$ cat src/rtl/vram_port_arbiter.sv
// vram_port_arbiter: shares one single-port block RAM between VGA scan fetch,
// CPU load/store and the PS/2 scancode writer.
//   - VGA has fixed top priority.
//   - CPU and PS/2 alternate round-robin using a last-served pointer.
//   - Read data returns one cycle after the grant and is tagged by *_rvalid.
// Optional build macro: ARB_STARVE_GUARD_EN. When it is defined, a held CPU
// request is granted over VGA after STARVE_LIMIT consecutive VGA grants.
//
// Handshake: *_req acts as "valid" and *_gnt as "ready". An access transfers
// on the rising edge that ends a cycle with req & gnt. While req & !gnt, the
// requester keeps addr/wdata/we stable. It may present its next access on the
// same edge as a grant, so accesses can run back-to-back at one per cycle.
module vram_port_arbiter #(
  parameter int ADDR_W       = 16,
  parameter int DATA_W       = 16,
  parameter int STARVE_LIMIT = 8
) (
  input  logic              inCLK_50MHZ,
  input  logic              BTN_NORTH,
  input  logic              vga_req,
  input  logic [ADDR_W-1:0] vga_addr,
  output logic              vga_gnt,
  output logic              vga_rvalid,
  input  logic              cpu_req,
  input  logic              cpu_we,
  input  logic [ADDR_W-1:0] cpu_addr,
  input  logic [DATA_W-1:0] cpu_wdata,
  output logic              cpu_gnt,
  output logic              cpu_rvalid,
  input  logic              kbd_req,
  input  logic [ADDR_W-1:0] kbd_addr,
  input  logic [DATA_W-1:0] kbd_wdata,
  output logic              kbd_gnt,
  output logic              mem_en,
  output logic              mem_we,
  output logic [ADDR_W-1:0] mem_addr,
  output logic [DATA_W-1:0] mem_wdata,
  input  logic [DATA_W-1:0] mem_rdata,
  output logic [DATA_W-1:0] rdata
);

  // rr_last: 0 = CPU was served last, 1 = PS/2 was served last.
  logic rr_last;
  logic tag_vga;
  logic tag_cpu;
  logic starve_force;

`ifdef ARB_STARVE_GUARD_EN
  localparam int CNT_W = $clog2(STARVE_LIMIT + 1);
  localparam logic [CNT_W-1:0] LIMIT = CNT_W'(STARVE_LIMIT);
  logic [CNT_W-1:0] starve_cnt;

  // Once VGA has taken LIMIT grants in a row while the CPU waited, the CPU
  // gets the next access.
  assign starve_force = cpu_req && (starve_cnt == LIMIT);

  // Count consecutive VGA grants while the CPU is waiting. The count clears
  // when the CPU drops its request or is served.
  always_ff @(posedge inCLK_50MHZ) begin
    if (BTN_NORTH) begin
      starve_cnt <= '0;
    end else if (!cpu_req || cpu_gnt) begin
      starve_cnt <= '0;
    end else if (vga_gnt && (starve_cnt != LIMIT)) begin
      starve_cnt <= starve_cnt + 1'b1;
    end
  end
`else
  // Strict VGA priority: the CPU may wait indefinitely behind VGA.
  assign starve_force = 1'b0;
`endif

  // Select at most one winner per cycle. No grant is issued while reset is held.
  always_comb begin
    vga_gnt = 1'b0;
    cpu_gnt = 1'b0;
    kbd_gnt = 1'b0;
    if (!BTN_NORTH) begin
      if (starve_force) begin
        cpu_gnt = 1'b1;
      end else if (vga_req) begin
        vga_gnt = 1'b1;
      end else if (cpu_req && (!kbd_req || rr_last)) begin
        cpu_gnt = 1'b1;
      end else if (kbd_req) begin
        kbd_gnt = 1'b1;
      end
    end
  end

  // Drive the RAM port from the winner. When idle, address and data are zero.
  always_comb begin
    mem_en    = vga_gnt | cpu_gnt | kbd_gnt;
    mem_we    = (cpu_gnt & cpu_we) | kbd_gnt;
    mem_addr  = '0;
    mem_wdata = '0;
    if (vga_gnt) begin
      mem_addr = vga_addr;
    end else if (cpu_gnt) begin
      mem_addr  = cpu_addr;
      mem_wdata = cpu_wdata;
    end else if (kbd_gnt) begin
      mem_addr  = kbd_addr;
      mem_wdata = kbd_wdata;
    end
  end

  // Move the round-robin pointer only when the CPU or PS/2 is served.
  always_ff @(posedge inCLK_50MHZ) begin
    if (BTN_NORTH) begin
      rr_last <= 1'b1;
    end else if (cpu_gnt) begin
      rr_last <= 1'b0;
    end else if (kbd_gnt) begin
      rr_last <= 1'b1;
    end
  end

  // Record which requester owns the read data that arrives on the next cycle.
  always_ff @(posedge inCLK_50MHZ) begin
    if (BTN_NORTH) begin
      tag_vga <= 1'b0;
      tag_cpu <= 1'b0;
    end else begin
      tag_vga <= vga_gnt;
      tag_cpu <= cpu_gnt & ~cpu_we;
    end
  end

  // Suppress rvalid while reset is held. This drops a read that was granted
  // just before reset.
  assign vga_rvalid = tag_vga & ~BTN_NORTH;
  assign cpu_rvalid = tag_cpu & ~BTN_NORTH;
  assign rdata      = mem_rdata;

endmodule

$ cat config.mk
export PLATFORM = sky130hd
export DESIGN_NAME = vram_port_arbiter
export DESIGN_NICKNAME = d
export VERILOG_FILES = /design/src/rtl/vram_port_arbiter.sv
export SDC_FILE = /design/constraint.sdc
export NUM_CORES = 1
export LEC_CHECK = 0
export ABC_AREA = 0
export BUFFER_PORTS_ARGS = -buffer_cell sky130_fd_sc_hd__buf_4
export CAP_MARGIN = 20
export CORE_AREA = 2 2 61 63
export DETAILED_ROUTE_END_ITERATION = 10
export DIE_AREA = 0 0 63 65
export PLACE_DENSITY = 0.75
export SLEW_MARGIN = 25
export SYNTH_ARGS = -nofsm -noshare
export SYNTH_HDL_FRONTEND = slang
export SYNTH_SLANG_ARGS = --single-unit
export TNS_END_PERCENT = 100
$ cat constraint.sdc
create_clock -name inCLK_50MHZ -period 3.4 [get_ports inCLK_50MHZ]
set_input_delay 0.68 -clock inCLK_50MHZ [delete_from_list [all_inputs] [get_ports inCLK_50MHZ]]
set_output_delay 0.68 -clock inCLK_50MHZ [all_outputs]
set_load 0.01 [all_outputs]
# After elaboration in Yosys (flattened, before gate mapping)
# Index checks and enable logic that the tools add are counted.
[totals] register_bits=3 input_bits=102 word_cells=33
[op_classes] bitwise=9 n_mux=17 reduce_logical=4
[op_table] operator="$mux 16" n=6
[op_table] operator="$mux 1" n=11
[op_table] operator="$and 1x1->1" n=4
[op_table] operator="$or 1x1->1" n=3
[op_table] operator="$not 1->1" n=2
[op_table] operator="$reduce_bool 2->1" n=1
[op_table] operator="$logic_and 1x1->1" n=1
[op_table] operator="$logic_not 1->1" n=1
[op_table] operator="$logic_or 1x1->1" n=1

# Logic depth before layout (Yosys ltp)
# Gate-level depths: netlist (run 1).
[logic_depth] ltp_word=9 mapped_depth=4 depth_no_buf=3

# Least setup slack after synthesis (run 1)
# Ideal clock, no wire load.
[synth_path] path_kind="input to output" start="input port kbd_req" end="output port mem_wdata[10]" n_path_buf=1 setup_slack_ns=1.115 arrival_ns=1.605 cell_stages=4 cell_sequence="nor2b_4 nor4b_4 buf_6 a22o_1"
[synth_between] word_cells_on_any_way=13 classes_between="10 x mux; 3 x reduce/logical"
[synth_lines] item="start, declared" line="30" text="input logic kbd_req,"
[synth_lines] item="$logic_not 1->1" line="83" text="end else if (cpu_req && (!kbd_req || rr_last)) begin"
[synth_lines] item="$logic_or 1x1->1" line="83"
[synth_lines] item="$logic_and 1x1->1" line="83"
[synth_lines] item="$mux 1" line="83"
[synth_lines] item="$mux 1" line="81" text="end else if (vga_req) begin"
[synth_lines] item="$mux 1" line="78" text="if (!BTN_NORTH) begin"
[synth_lines] item="via cpu_gnt" line="28" text="output logic cpu_gnt,"
[synth_lines] item="$mux 16" line="99" text="end else if (cpu_gnt) begin"
[synth_lines] item="$mux 16" line="97" text="if (vga_gnt) begin"
[synth_lines] item="end, declared" line="37" text="output logic [DATA_W-1:0] mem_wdata,"
# The timed path passes the listed nets, and every way through them passes these cells.

# Final worst setup path (run 1)
[layout_path] start="input port BTN_NORTH" end="output port mem_addr[14]"
[layout_between] elab_chain_cells=4 word_cells_on_any_way=6 classes_between="6 x mux"
[layout_rtl] item="start, declared" line="19" text="input logic BTN_NORTH,"
[layout_rtl] item="$mux 1" line="78"
[layout_rtl] item="$mux 16" line="102" text="end else if (kbd_gnt) begin"
[layout_rtl] item="$mux 16" line="99"
[layout_rtl] item="$mux 16 *" line="97"
[layout_rtl] item="end, declared" line="36" text="output logic [ADDR_W-1:0] mem_addr,"
# Every way passes the cells marked *; elsewhere a longest branch is shown, timed or not.

==> flow_metrics.py, run 1 <==
metrics = {
    "outcome": {
        "outcome": "complete, no violations",
    },
    "cts": {
        "cts_inserted_buffers": 3,
        "later_pin_clock_latency_in_the_skew_report_ps": 240,
        "cts_post_setup_buffers_inserted": 0,
        "hold_buffers": 0,
        "cts_htree_levels": 1,
        "cts_resized": 0,
        "clk_root_buffer_cell": "sky130_fd_sc_hd__clkbuf_4",
        "cts_buffer_depth": 2,
        "clk_transition_reported_paths_ps": 50,
        "tritoncts": "yes",
        "clkSinkCount": 3,
    },
    "critical_path": {
        "cp.required_ps": 2720,
        "timing.critical_path.cells": "buf_4 > a211oi_2 > buf_4 > and2_4 > a221o_1 > buf_4",
        "max_stage_delay_ps": 290,
        "critPathMostFrequentCell": "sky130_fd_sc_hd__buf_4",
        "critPathArrivalTime_ps": 1810,
        "worst-setup-path-type": "input port to output port",
        "setup.worst_path.end_class": "output port",
        "critical_path.max_fanout": 20,
        "crit_path_start_kind": "input port",
        "crit_path_top_delay_cell": "sky130_fd_sc_hd__and2_4",
    },
    "logic_synthesis": {
        "synth.distinct_cells": 21,
        "yosys_warnings": 0,
        "synth_fp_nets": 192,
        "seq_area_frac_synth": 0.07631,
        "syn-instance-count": 90,
        "ys_seq_elements": 3,
        "synthesis.area_per_instance_um2": 8.745,
        "post_synth_instance_area_um2": 787.0,
    },
    "floorplan": {
        "die_span_x_um": 63,
        "number_of_top_level_pins": 157,
        "dieArea_um2": 4095,
        "placement_rows": 22,
        "total_core_area_um2": 3496,
        "initial_utilization": 0.2251,
        "floorplan.die.height_um": 65,
    },
    "drt": {
        "postRouteWirelength_mm": 3.225,
        "wire_per_inst_um": 13.16,
        "remaining_drc_errors": 0,
        "first_pass_iters": 3,
        "via_per_inst": 4.690,
        "first_iter_violations": 28,
        "routed-via-count": 1149,
        "antenna_left": 0,
    },
    "cells_and_area": {
        "final_net_count": 300,
        "n_antenna_cell": 0,
        "p_r_area_growth_vs_syn_pct": 108.9,
        "drive_gt1_frac": 0.7310,
    },
    "power_and_ir_drop": {
        "p_per_cell_area_nw_per_um2": 175.3,
        "combinationalPowerShare": 0.636,
        "intPower_mw": 0.2022,
        "vdd_drop_max_mv": 0.1615,
        "seq_power_share": 0.134,
        "total_leakage_power_nw": 0.9301,
        "switching_share": 0.2983,
        "clock_power_share": 0.229,
        "power_switching_mw": 0.08600,
    },
    "global_route": {
        "grt_overflow": 0,
        "grt_first_pass_wirelength_mm": 4.712,
        "grt_pass1_vias": 1058,
        "track_usage": 0.1395,
        "grt_max_degree": 21,
        "antenna_violations_before_repair": 0,
    },
    "timing": {
        "finalMaxSlewViolations": 0,
        "finalCritPeriodShare": 0.7318,
        "worst_case_headroom_to_the_max_slew_limit": 0.7968,
        "hold_slack_ps": 628.0,
        "worst_pin_slew_ps": 304.2,
        "finalHoldViolCount": 0,
        "fin_setup_tns_ps": 0,
        "final_critical_path_time_including_i_o_delays_and_setup_ps": 2488,
        "finClkSkew_ps": 0.06856,
        "max_freq_mhz": 401.9,
        "rsz0062_at_grt": "no",
        "timing.final.setup_violations": 0,
    },
    "worst_hold_path": {
        "hold_path.class": "flip-flop to flip-flop",
    },
    "place": {
        "buffer_ports.inserted": 124,
        "dp.final_hpwl_mm": 2.680,
        "globalplace.congestion": 0.6348,
    },
    "run": {
        "maxCapViolations": 0,
    },
}
==> flip-flops by register name, summed over array words and instances (netlist names) <==
name,count
tag_vga,1
tag_cpu,1
rr_last,1
==> per-stage QoR <==
step	power, mW	setup slack (ps)	utilization	std cells	instance area [µm²]
6_report	0.2882	912.0	0.4703	245	1644
4_1_cts	0.2924	884.0	0.4703	245	1644
3_5_place_dp	0.2247	880.3	0.4628	241	1618
3_3_place_gp	0.2231	907.6	0.4628	241	1618
5_1_grt	0.3069	799.4	0.4703	245	1644
2_1_floorplan	0.1234	1115	-	90	787.0
==> final timing paths <==
kind,slack [ps],startpoint,to,depth (start not counted)
setup / recovery,910,BTN_NORTH,mem_addr[14],6
setup reg to reg,2200,rr_last$_SDFFE_PP1P_,tag_cpu$_SDFF_PP0_,4
hold / removal,630,rr_last$_SDFFE_PP1P_,rr_last$_SDFFE_PP1P_,1
hold reg to reg,630,rr_last$_SDFFE_PP1P_,rr_last$_SDFFE_PP1P_,1
==> placed cells by master (no fill, tap or decap) <==
| cell type | instances |
|---|---|
| sky130_fd_sc_hd__a211oi_2 | 1 |
| sky130_fd_sc_hd__a21o_1 | 1 |
| sky130_fd_sc_hd__a221o_1 | 13 |
| sky130_fd_sc_hd__a221o_2 | 4 |
| sky130_fd_sc_hd__a22o_1 | 16 |
| sky130_fd_sc_hd__and2_1 | 1 |
| sky130_fd_sc_hd__and2_4 | 1 |
| sky130_fd_sc_hd__and2b_1 | 1 |
| sky130_fd_sc_hd__and3_1 | 10 |
| sky130_fd_sc_hd__and3_2 | 5 |
| sky130_fd_sc_hd__buf_4 | 128 |
| sky130_fd_sc_hd__clkbuf_1 | 1 |
| sky130_fd_sc_hd__clkbuf_4 | 3 |
| sky130_fd_sc_hd__dfxtp_1 | 3 |
| sky130_fd_sc_hd__nand2b_1 | 1 |
| sky130_fd_sc_hd__nor2_1 | 1 |
| sky130_fd_sc_hd__nor2b_1 | 4 |
| sky130_fd_sc_hd__nor2b_4 | 1 |
| sky130_fd_sc_hd__nor4b_4 | 1 |
| sky130_fd_sc_hd__or3_1 | 1 |
==> layer usage <==
layer	part of all wire	vias to the layer above	global-route usage
met5	0	-	0
met1	0.35	504	0.1559
met2	0.52	77	0.2620
met4	0.014	0	0.02778
met3	0.12	6	0.03993
li1	-	562	-
==> power by group through the flow <==
stage / Combinational (mW) / Clock [mW] / Sequential (mW)
final: 0.183 / 0.0661 / 0.0387
after detailed placement: 0.185 / 0 / 0.0393
after floorplan: 0.0843 / 0 / 0.0391
after CTS: 0.185 / 0.0682 / 0.0387
after global routing: 0.197 / 0.0706 / 0.0390
after global placement: 0.184 / 0 / 0.0394
==> logic make-up (layout without fill, tap and decap cells) <==
group,after synthesis,after routing,share of synthesized area
AND/OR/NAND/NOR,27,27,0.2560
buffers and inverters,25,132,0.2417
AO/OA/AOI/OAI,35,35,0.4261
flip-flops,3,3,0.07631
==> Yosys cell counts (all sizes together) <==
library cell / instances / area, µm²
dfxtp: 3 / 60.06
a221o: 17 / 175.2
a211oi: 1 / 12.51
nand2b: 1 / 6.260
a22o: 16 / 140.1
nor2b: 5 / 38.78
nor2: 1 / 3.750
or3: 1 / 6.260
a21o: 1 / 7.510
and3: 15 / 100.1
clkbuf: 2 / 7.510
buf: 23 / 182.7
and2: 2 / 15.02
and2b: 1 / 7.510
nor4b: 1 / 23.77
==> worst max-delay path: cells and delay by family <==
| family | cells | cell delay [ps] |
|---|---|---|
| compound gates | 2 | 370 |
| buf+inv | 3 | 460 |
| simple gates | 1 | 290 |
==> final cells by class <==
cell class	count	area (µm²)
multi-input combinational	62	536.8
timing repair buffer	128	960.9
fill	359	1852
tap	48	60.06
clock buffer	4	26.28
sequential	3	60.06
No activity file was read; power rests on OpenSTA's default activity.
==> inputs of run 2 (changes only) <==
--- a/config.mk
+++ b/config.mk
@@ -8,10 +8,10 @@
 export ABC_AREA = 0
 export BUFFER_PORTS_ARGS = -buffer_cell sky130_fd_sc_hd__buf_4
 export CAP_MARGIN = 20
-export CORE_AREA = 2 2 61 63
+export CORE_MARGIN = 2
+export CORE_UTILIZATION = 23
 export DETAILED_ROUTE_END_ITERATION = 10
-export DIE_AREA = 0 0 63 65
-export PLACE_DENSITY = 0.75
+export PLACE_DENSITY = 0.78
 export SLEW_MARGIN = 25
 export SYNTH_ARGS = -nofsm -noshare
 export SYNTH_HDL_FRONTEND = slang
==> constraint.sdc (replaced) <==
create_clock -name inCLK_50MHZ -period 2.17 [get_ports inCLK_50MHZ]
set_input_delay 0.434 -clock inCLK_50MHZ [delete_from_list [all_inputs] [get_ports inCLK_50MHZ]]
set_output_delay 0.434 -clock inCLK_50MHZ [all_outputs]
set_load 0.01 [all_outputs]
==> run 2 against run 1 <==
Net effect: critical path depth fell by 1; register-to-register slack got worse by 1200 ps; wire length rose by 11%; core utilization rose by 3.2 points; worst hold slack got worse by 190 ps; worst setup slack got worse by 740 ps; cell count fell by 0.41%; die area fell by 4.6%; design area rose by 1.1%; combinational power rose by 61%; critical path type is now flip-flop to output port; non-clock buffer count rose by 1.
==> flow_metrics.py, run 2 (same netlist as run 1, synthesis figures left out) <==
metrics = {
    "critical_path": {
        "worst-setup-path-type": "flip-flop to output port",
        "cp.required_ps": 1740,
        "timing.reg2reg.worst_path_depth": 4,
        "critPathArrivalTime_ps": 1570,
        "critical_path.max_fanout": 5,
        "crit_path_start_kind": "flip-flop",
        "setup.worst_path.end_class": "output port",
    },
    "timing": {
        "finClkSkew_ps": 0.3539,
        "max_freq_mhz": 500.1,
        "worst_pin_slew_ps": 287.5,
        "finalMaxSlewViolations": 0,
        "rsz0062_at_grt": "no",
        "hold_slack_ps": 441.7,
        "finalHoldViolCount": 0,
        "finalCritPeriodShare": 0.9216,
        "fin_setup_tns_ps": 0,
        "timing.final.setup_violations": 0,
        "final_critical_path_time_including_i_o_delays_and_setup_ps": 2000,
        "worst_case_headroom_to_the_max_slew_limit": 0.8075,
        "finalWorstSetupSlack_ps": 170.2,
    },
    "drt": {
        "routed-via-count": 1167,
        "first_iter_violations": 79,
        "via_per_inst": 4.783,
        "wire_per_inst_um": 14.66,
        "first_pass_iters": 4,
        "antenna_left": 0,
        "remaining_drc_errors": 0,
        "postRouteWirelength_mm": 3.577,
    },
    "place": {
        "placed_cell_area_um2": 1635,
        "place_ws_ps": 182.2,
        "dp.final_hpwl_mm": 3.028,
        "globalplace.congestion": 0.8973,
        "placed_cells": 240,
        "buffer_ports.inserted": 124,
    },
    "worst_hold_path": {
        "worst_hold_path.num_cells": 2,
        "hold_path.class": "input port to flip-flop",
    },
    "cells_and_area": {
        "fillerInstances": 351,
        "mostFrequentLayoutCells": "sky130_fd_sc_hd__buf_4, sky130_fd_sc_hd__a22o_1, sky130_fd_sc_hd__a221o_1",
        "final_net_count": 301,
        "drive_gt1_frac": 0.7323,
        "mostFrequentLayoutCell": "sky130_fd_sc_hd__buf_4",
        "n_antenna_cell": 0,
        "fin_area_um2": 1662,
        "biggestRegsByFlops": "rr_last x1, tag_cpu x1, tag_vga x1",
        "p_r_area_growth_vs_syn_pct": 111.1,
        "final_util": 0.5019,
        "final_cells": 244,
    },
    "floorplan": {
        "total_core_area_um2": 3311,
        "initial_utilization": 0.2377,
        "die_span_x_um": 62.50,
        "dieArea_um2": 3906,
        "floorplan.die.height_um": 62.50,
        "number_of_top_level_pins": 157,
        "placement_rows": 21,
    },
    "power_and_ir_drop": {
        "total_power_mw": 0.4511,
        "p_per_cell_area_nw_per_um2": 271.5,
        "vdd_drop_max_mv": 0.4053,
        "total_leakage_power_nw": 0.9385,
    },
    "run": {
        "maxCapViolations": 0,
    },
    "cts": {
        "tritoncts": "yes",
        "clk_transition_reported_paths_ps": 40,
        "cts_buffer_depth": 2,
        "clk_root_buffer_cell": "sky130_fd_sc_hd__clkbuf_4",
        "later_pin_clock_latency_in_the_skew_report_ps": 230,
        "cts_resized": 0,
        "hold_buffers": 0,
        "clkSinkCount": 3,
        "cts_htree_levels": 1,
        "cts_inserted_buffers": 3,
        "cts_post_setup_buffers_inserted": 0,
    },
    "global_route": {
        "antenna_violations_before_repair": 0,
        "track_usage": 0.1703,
        "grt_first_pass_wirelength_mm": 5.388,
        "grt_overflow": 0,
        "grt_pass1_vias": 1111,
        "grt_max_degree": 27,
    },
    "outcome": {
        "outcome": "complete, no violations",
    },
}
==> run 2: cell types whose count changed in the layout (fill, tap and decap cells not counted) <==
cell                     change
sky130_fd_sc_hd__buf_12      +1
==> run 2: path summary, 6_finish.rpt <==
check	start	to	slack, ps
min	BTN_NORTH	tag_vga$_SDFF_PP0_	440
max reg2reg	rr_last$_SDFFE_PP1P_	tag_cpu$_SDFF_PP0_	990
min reg2reg	rr_last$_SDFFE_PP1P_	rr_last$_SDFFE_PP1P_	640
max	rr_last$_SDFFE_PP1P_	mem_addr[0]	170
==> run 2: final cells by class <==
| cell class | count | area, µm² | area share |
|---|---|---|---|
| Timing Repair Buffer | 129 | 980.9 | 0.5904 |
| Tap cell | 46 | 57.56 | 0.03464 |
| Clock buffer | 4 | 26.28 | 0.01581 |
| Sequential cell | 3 | 60.06 | 0.03614 |
| Multi-Input combinational cell | 62 | 536.8 | 0.3230 |
==> run 2: per-layer routing <==
metal / GRT usage / routed length [µm]
met1: 0.1863 / 1298
met4: 0.03333 / 38
met2: 0.3105 / 1816
met5: 0 / 0
met3: 0.06667 / 424
==> run 2: worst max-delay path, stage by stage (launching register included) <==
cell and delay, ps:
sky130_fd_sc_hd__dfxtp_1 420, sky130_fd_sc_hd__a211oi_2 130, sky130_fd_sc_hd__buf_4 160, sky130_fd_sc_hd__and3_2 200, sky130_fd_sc_hd__a221o_2 290, sky130_fd_sc_hd__buf_4 140
==> run 2: report_power, final <==
group	internal (mW)	total, mW	switching (mW)	leakage, nW
registers	0.0583	0.0608	0.00244	0.0248
logic	0.193	0.295	0.102	0.899
clock network	0.0687	0.0951	0.0264	0.0150
total	0.320	0.451	0.131	0.938
==> inputs of run 3 (changes only) <==
--- a/config.mk
+++ b/config.mk
@@ -10,6 +10,7 @@
 export CAP_MARGIN = 20
 export CORE_MARGIN = 2
 export CORE_UTILIZATION = 23
+export CTS_BUF_LIST = sky130_fd_sc_hd__clkbuf_4 sky130_fd_sc_hd__clkbuf_8 sky130_fd_sc_hd__clkbuf_16
 export DETAILED_ROUTE_END_ITERATION = 10
 export PLACE_DENSITY = 0.78
 export SLEW_MARGIN = 25
==> run 3 against run 2 <==
Net effect: clock-buffer cell count unchanged; register-to-register slack about the same; sequential share of layout area about the same; wire length about the same; sequential power about the same; worst hold slack got worse by 1.2 ps; critical path depth unchanged; worst setup slack got worse by 1.5 ps; maximum frequency about the same; first-iteration DRC count decreased by 29%; via count unchanged; highest routed layer unchanged.
==> flow_metrics.py, run 3 (same netlist as run 1, synthesis figures left out) <==
metrics = {
    "drt": {
        "first_pass_iters": 4,
        "wire_per_inst_um": 14.66,
        "antenna_left": 0,
        "postRouteWirelength_mm": 3.576,
        "via_per_inst": 4.783,
        "first_iter_violations": 56,
        "routed-via-count": 1167,
        "remaining_drc_errors": 0,
    },
    "cts": {
        "tritoncts": "yes",
        "hold_buffers": 0,
        "clk_root_buffer_cell": "sky130_fd_sc_hd__clkbuf_4",
        "cts_htree_levels": 1,
        "clk_transition_reported_paths_ps": 40,
        "clkSinkCount": 3,
        "cts_post_setup_buffers_inserted": 0,
        "later_pin_clock_latency_in_the_skew_report_ps": 230,
        "cts_buffer_depth": 2,
        "cts_inserted_buffers": 3,
        "cts_resized": 0,
    },
    "timing": {
        "finClkSkew_ps": 0.1594,
        "worst_pin_slew_ps": 287.5,
        "final_critical_path_time_including_i_o_delays_and_setup_ps": 2001,
        "timing.final.setup_violations": 0,
        "finalCritPeriodShare": 0.9222,
        "worst_case_headroom_to_the_max_slew_limit": 0.8075,
        "finalWorstSetupSlack_ps": 168.7,
        "fin_setup_tns_ps": 0,
        "max_freq_mhz": 499.7,
        "hold_slack_ps": 440.4,
        "rsz0062_at_grt": "no",
        "finalHoldViolCount": 0,
        "finalMaxSlewViolations": 0,
    },
    "critical_path": {
        "worst-setup-path-type": "flip-flop to output port",
        "max_stage_delay_ps": 420,
        "crit_path_start_kind": "flip-flop",
        "rr_startpoint": "rr_last$_SDFFE_PP1P_",
        "timing.critical_path.cells": "a211oi_2 > buf_4 > and3_2 > a221o_2 > buf_4",
        "critPathMostFrequentCell": "sky130_fd_sc_hd__buf_4",
        "worst-r2r-setup-slack_ps": 990,
        "crit_path_top_delay_cell": "sky130_fd_sc_hd__dfxtp_1",
        "cp.required_ps": 1740,
        "crit_path_end": "mem_addr[0]",
        "critPathArrivalTime_ps": 1570,
        "timing.critical_path.from": "rr_last$_SDFFE_PP1P_",
        "setup.worst_path.end_class": "output port",
        "worst_r2r_endpoint": "tag_cpu$_SDFF_PP0_",
        "critical_path.max_fanout": 5,
        "timing.reg2reg.worst_path_depth": 4,
    },
    "cells_and_area": {
        "biggestRegsByFlops": "rr_last x1, tag_cpu x1, tag_vga x1",
        "p_r_area_growth_vs_syn_pct": 111.6,
        "mostFrequentLayoutCells": "sky130_fd_sc_hd__buf_4, sky130_fd_sc_hd__a22o_1, sky130_fd_sc_hd__a221o_1",
        "drive_gt1_frac": 0.7374,
        "final_net_count": 301,
        "mostFrequentLayoutCell": "sky130_fd_sc_hd__buf_4",
        "final_cells": 244,
        "n_antenna_cell": 0,
    },
    "floorplan": {
        "initial_utilization": 0.2377,
        "die_span_x_um": 62.50,
        "floorplan.die.height_um": 62.50,
        "placement_rows": 21,
        "total_core_area_um2": 3311,
        "dieArea_um2": 3906,
        "number_of_top_level_pins": 157,
    },
    "place": {
        "dp.final_hpwl_mm": 3.028,
        "place_ws_ps": 182.2,
        "placed_cells": 240,
        "globalplace.congestion": 0.8973,
        "buffer_ports.inserted": 124,
    },
    "global_route": {
        "antenna_violations_before_repair": 0,
        "grt_overflow": 0,
        "grt_max_degree": 27,
        "grt_pass1_vias": 1112,
        "grt_first_pass_wirelength_mm": 5.402,
        "track_usage": 0.1714,
    },
    "power_and_ir_drop": {
        "vdd_drop_max_mv": 0.4080,
        "p_per_cell_area_nw_per_um2": 278.4,
        "total_leakage_power_nw": 0.9419,
    },
    "outcome": {
        "outcome": "complete, no violations",
    },
    "worst_hold_path": {
        "worst_hold_path.num_cells": 2,
        "hold_path.class": "input port to flip-flop",
    },
    "run": {
        "maxCapViolations": 0,
    },
}
[run 3: cell count changes in the layout (fill, tap and decap cells not counted)]
| cell | change |
|---|---|
| sky130_fd_sc_hd__clkbuf_1 | -1 |
| sky130_fd_sc_hd__clkbuf_4 | +1 |
[run 3: cell type report]
cell class / count / area, µm²
multi-input cells: 62 / 536.8
repair buffers: 129 / 980.9
well taps: 46 / 57.56
flip-flops and latches: 3 / 60.06
clock buffers: 4 / 30.03
fillers: 351 / 1645
[run 3: worst min path at each step]
stage                          from  slack, ps              endpoint
2_1_floorplan             BTN_NORTH        510    tag_vga$_SDFF_PP0_
3_3_place_gp   rr_last$_SDFFE_PP1P_        620  rr_last$_SDFFE_PP1P_
3_5_place_dp   rr_last$_SDFFE_PP1P_        620  rr_last$_SDFFE_PP1P_
4_1_cts                   BTN_NORTH        440    tag_vga$_SDFF_PP0_
5_1_grt                   BTN_NORTH        440    tag_vga$_SDFF_PP0_
6_report                  BTN_NORTH        440    tag_vga$_SDFF_PP0_
[run 3: per-stage QoR]
| stage | cell area, µm² | util | total power, mW |
|---|---|---|---|
| 4_1_cts | 1665 | 0.5030 | 0.4707 |
| 3_5_place_dp | 1635 | 0.4940 | 0.3584 |
| 5_1_grt | 1665 | 0.5030 | 0.4983 |
| 2_1_floorplan | 787.0 | - | 0.1933 |
| 6_report | 1665 | 0.5030 | 0.4637 |
| 3_3_place_gp | 1635 | 0.4940 | 0.3567 |
[run 3: power breakdown]
| group | leakage (nW) | internal (mW) | switching [mW] | total (mW) |
|---|---|---|---|---|
| Clock | 0.0184 | 0.0812 | 0.0267 | 0.108 |
| Combinational | 0.899 | 0.193 | 0.102 | 0.295 |
| Sequential | 0.0248 | 0.0583 | 0.00245 | 0.0608 |
[run 3: per-layer routing]
metal / vias up / GRT usage / wire length (µm)
met5: - / 0 / 0
met4: 0 / 0.04167 / 38
met3: 6 / 0.06667 / 436
met2: 89 / 0.3105 / 1812
met1: 508 / 0.1863 / 1289
li1: 564 / - / -
[run 3: worst max-delay path: cells and delay by family, from the launching register on]
kind,cells,cell delay [ps]
compound gates,2,420
simple gates,1,200
buf+inv,2,300
flops,1,420
